[src/rtl/experiment_generic_demux3_reg.sv]
// Registered 1-to-N demultiplexer with valid/ready handshaking.
// Each output owns a one-entry holding register; out-of-range selects are dropped and counted.

package common_pkg;
    localparam int DEFAULT_D_W = 8;
endpackage

module experiment_generic_demux3_reg
    import common_pkg::*;
#(
    parameter int N  = 3,
    parameter int W  = DEFAULT_D_W,
    parameter int CW = 8,
    localparam int L = (N > 1) ? $clog2(N) : 1
) (
    input  logic                  clk,
    input  logic                  rst_n,
    input  logic [L-1:0]          s,
    input  logic [W-1:0]          i,
    input  logic                  i_valid,
    output logic                  i_ready,
    output logic [N-1:0][W-1:0]   o,
    output logic [N-1:0]          o_valid,
    input  logic [N-1:0]          o_ready,
    output logic [CW-1:0]         drop_cnt
);

    logic [N-1:0]          full_q, full_d;
    logic [N-1:0][W-1:0]   data_q, data_d;
    logic [CW-1:0]         drop_q, drop_d;

    logic [N-1:0]          sel;
    logic                  s_in_range;
    logic                  accept;

    // One-hot decode of s avoids indexing per-output state with an out-of-range value.
    always_comb begin
        sel = '0;
        for (int k = 0; k < N; k++) begin
            sel[k] = (s == L'(k));
        end
        s_in_range = |sel;
    end

    always_comb begin
        if (s_in_range) begin
            i_ready = |(sel & (~full_q | o_ready));
        end else begin
            i_ready = 1'b1;
        end
        accept = i_valid && i_ready;
    end

    always_comb begin
        full_d = full_q;
        data_d = data_q;
        drop_d = drop_q;
        for (int k = 0; k < N; k++) begin
            if (o_ready[k]) begin
                full_d[k] = 1'b0;
            end
            // A same-cycle load wins over the drain, keeping full throughput.
            if (accept && sel[k]) begin
                full_d[k] = 1'b1;
                data_d[k] = i;
            end
        end
        if (accept && !s_in_range && (drop_q != {CW{1'b1}})) begin
            drop_d = drop_q + 1'b1;
        end
    end

    always_ff @(posedge clk) begin
        if (!rst_n) begin
            full_q <= '0;
            data_q <= '0;
            drop_q <= '0;
        end else begin
            full_q <= full_d;
            data_q <= data_d;
            drop_q <= drop_d;
        end
    end

    always_comb begin
        o        = data_q;
        o_valid  = full_q;
        drop_cnt = drop_q;
    end

endmodule

[config.mk]
export PLATFORM = sky130hd
export DESIGN_NAME = experiment_generic_demux3_reg
export DESIGN_NICKNAME = d
export VERILOG_FILES = /design/src/rtl/experiment_generic_demux3_reg.sv
export SDC_FILE = /design/constraint.sdc
export NUM_CORES = 1
export LEC_CHECK = 0
export CORE_ASPECT_RATIO = 2
export CORE_MARGIN = 1.5
export CORE_UTILIZATION = 48
export DETAILED_ROUTE_END_ITERATION = 12
export PLACE_DENSITY = 0.84
export SLEW_MARGIN = 20
export SYNTH_ARGS = -nofsm -noshare
export SYNTH_HDL_FRONTEND = slang
export SYNTH_SLANG_ARGS = --single-unit
[constraint.sdc]
create_clock -name clk -period 3.15 [get_ports clk]
set_input_delay 0.4725 -clock clk [delete_from_list [all_inputs] [get_ports clk]]
set_output_delay 0.4725 -clock clk [all_outputs]
set_load 0.02 [all_outputs]
==> run metrics <==
status finished, final reports clean; Die Width 42.50 µm; placed instance area 0.002018 mm²; Worst-Skew Late Latency 290 ps; post-CTS sizing 0; crit-path max cell delay 650 ps; placed cells 248; Post-synth EDFFs 0; CP Cell Sequence clkdlybuf4s50_1 > nand2b_1 > mux2i_1 > o21ai_0 > clkdlybuf4s50_1; Max Fclk 0.3636 GHz; CP Launch Type input pin; Worst-Margin Slew 931.6 ps; Layout area overhead 41.69%; Netlist cell types 31; crit path kind input pin to primary output; Reg2Reg Depth 3; RD Place Congestion 0.8202; die height 82.00 µm; number of I/O port buffers 51; synthesized cell area 0.001498 mm²; Min-Delay Startpoint o[15]; VDD IR max 0.0004413 V; Worst Skew 4.888 ps; hold_buf cts 0; final wirelength 4.178 mm; Clock transition at path regs 70 ps; hpwl dp 3.108 mm; critical path arrival 2280 ps; leakage power 0.7120 nW; root buffer cell clkbuf_8; Combinational Power Share 0.123; CTS max path bufs 2; initial antenna violation count 0; drt pass-1 iters 4; Initial Util 0.5029; Int Pwr 707.5 µW; DRC violation count after routing 0; Mean Syn Cell Area 8.510 µm²; Placeable Area 0.002978 mm²; Post-CTS Setup Bufs 0; Overflow after GRT 0; Max Cap Violations 0; worst min-delay path endpoint o[15]; power share of the clock group 0.385; Cell Pwr Density 442.7 mW/mm²; Critical Path Fanout Max 10; first-pass GRT wire length 6.541 mm; Worst path slowest cell clkdlybuf4s50_1; Fill cells 236; sequential power share 0.492; Final Setup Violations 0; top_reg_cell synth dfxtp_1; H-tree Lvls 2; Final Net Count 242; layout cells sized above 1 0.07080; Async SR Flop Fraction 0; total number of vias 1543; Sw Ratio 0.2469; non-filler cells, final 256; Vias/cell 6.027; CTS tree built; die outline area 0.003484 mm²; syn_nets 193; R2R Path Start drop_cnt[2]; Mapped Cells 176; sequential area share after synthesis 0.4678; number of CTS-inserted buffers 5; Psw 231.9 µW; Iteration-0 DRC Markers 33; GRT Total Usage 0.2502; most common cell after layout, fill and taps aside clkdlybuf4s50_1; commonest cells after routing, fill and taps aside 51 x clkdlybuf4s50_1, 35 x dfxtp_1, 28 x nand3_1, 27 x a21oi_1, 26 x o21ai_0; Final ANT Viol Nets 0; final hold vios 0; Setup TNS 0 ps; Synth warnings 0; R2R Path End drop_cnt[7]; FP Rows 28; Slew Limit Headroom 0.3782; Clock Sinks 35; Reg2Reg Setup Slack 1570 ps; maximum number of pins on one net before global-route repair 33; RSZ-0062 raised after global routing no; WP data required 2680 ps; most frequent CP cell clkdlybuf4s50_1; min Tclk post-route 2750 ps; FF+latch count, synth 35; hold path cells 2; crit path capture type primary output; Final Cycle Share 0.8732; pins over their slew limit 0; Final Power 939.4 µW; # diodes 0; Hold Crit Class flop to flop; post-route design area 0.002122 mm²; Ports 52; vias in the first global route 1478; routed len/inst 16.32 µm
how the worst max path moves through the flow:
stage | startpoint | endpoint | cells after the start
after floorplan | o_ready[1] | i_ready | 4
after global placement | o_ready[0] | i_ready | 5
after detailed placement | o_ready[0] | i_ready | 5
after CTS | o_ready[0] | i_ready | 5
after global routing | o_ready[0] | i_ready | 5
final | o_ready[0] | i_ready | 5
synthesized netlist by cell type (2+ instances only):
| cell | n | area (µm²) |
|---|---|---|
| mux2i_1 | 4 | 40.04 |
| dfxtp_1 | 35 | 700.7 |
| nand3_1 | 28 | 140.1 |
| and3_1 | 2 | 12.51 |
| a31oi_1 | 3 | 18.77 |
| clkbuf_1 | 10 | 37.54 |
| o21ai_0 | 26 | 130.1 |
| nor2b_1 | 3 | 18.77 |
| nor3_1 | 3 | 15.01 |
| a211oi_1 | 2 | 15.01 |
| and3b_2 | 2 | 20.02 |
| a41oi_1 | 2 | 17.52 |
| nand2b_1 | 4 | 25.02 |
| nand3b_1 | 2 | 15.01 |
| a21oi_1 | 27 | 135.1 |
| nand2_1 | 7 | 26.28 |
| inv_1 | 2 | 7.510 |
routing by layer:
metal	track usage	share of wire	wire length, µm
met3	0.04615	0.047	196
met5	0	0	0
met2	0.5046	0.58	2428
met4	0.1406	0.033	138
met1	0.2196	0.34	1414
registers in the layout, summed over array words and instances (netlist names):
name and count:
o 24, drop_cnt 8, o_valid 3
area by class of cell:
cell class / instances / area [µm²] / share of cell area
multi-input combinational: 128 / 747.0 / 0.3520
clock buffer: 7 / 96.34 / 0.04540
inverter: 2 / 7.507 / 0.003538
tap: 30 / 37.54 / 0.01769
sequential: 35 / 700.7 / 0.3302
clock inverter: 1 / 7.507 / 0.003538
timing repair buffer: 53 / 525.5 / 0.2476
critical path, delay by kind of cell:
kind / cells / cell delay [ps]
compound gates: 1 / 230
simple gates: 1 / 320
buf+inv: 2 / 1130
mux: 1 / 130
cell families after synthesis:
group,share of synthesized area
AOI/OAI and AO/OA,0.2373
and+or+nand+nor,0.2264
DFF,0.4678
buffers and inverters,0.03342
muxes,0.02673
adders and majority gates,0.008353
power by group through the flow:
stage	Sequential [mW]	Clock [mW]	Combinational [mW]
final	0.462	0.361	0.116
after global routing	0.464	0.378	0.124
after CTS	0.462	0.363	0.116
after detailed placement	0.473	0	0.115
after global placement	0.472	0	0.112
after floorplan	0.487	0	0.0396
per-stage QoR:
step	worst slack (ps)	hold slack [ps]	util
floorplan	1266	553.6	-
global placement	424.1	464.8	0.6777
detailed placement	410.3	470.8	0.6777
CTS	406.9	480.7	0.7126
global route	310.4	501.4	0.7126
finish	399.5	475.3	0.7126
Note: power is estimated with default switching activity, not from simulation.
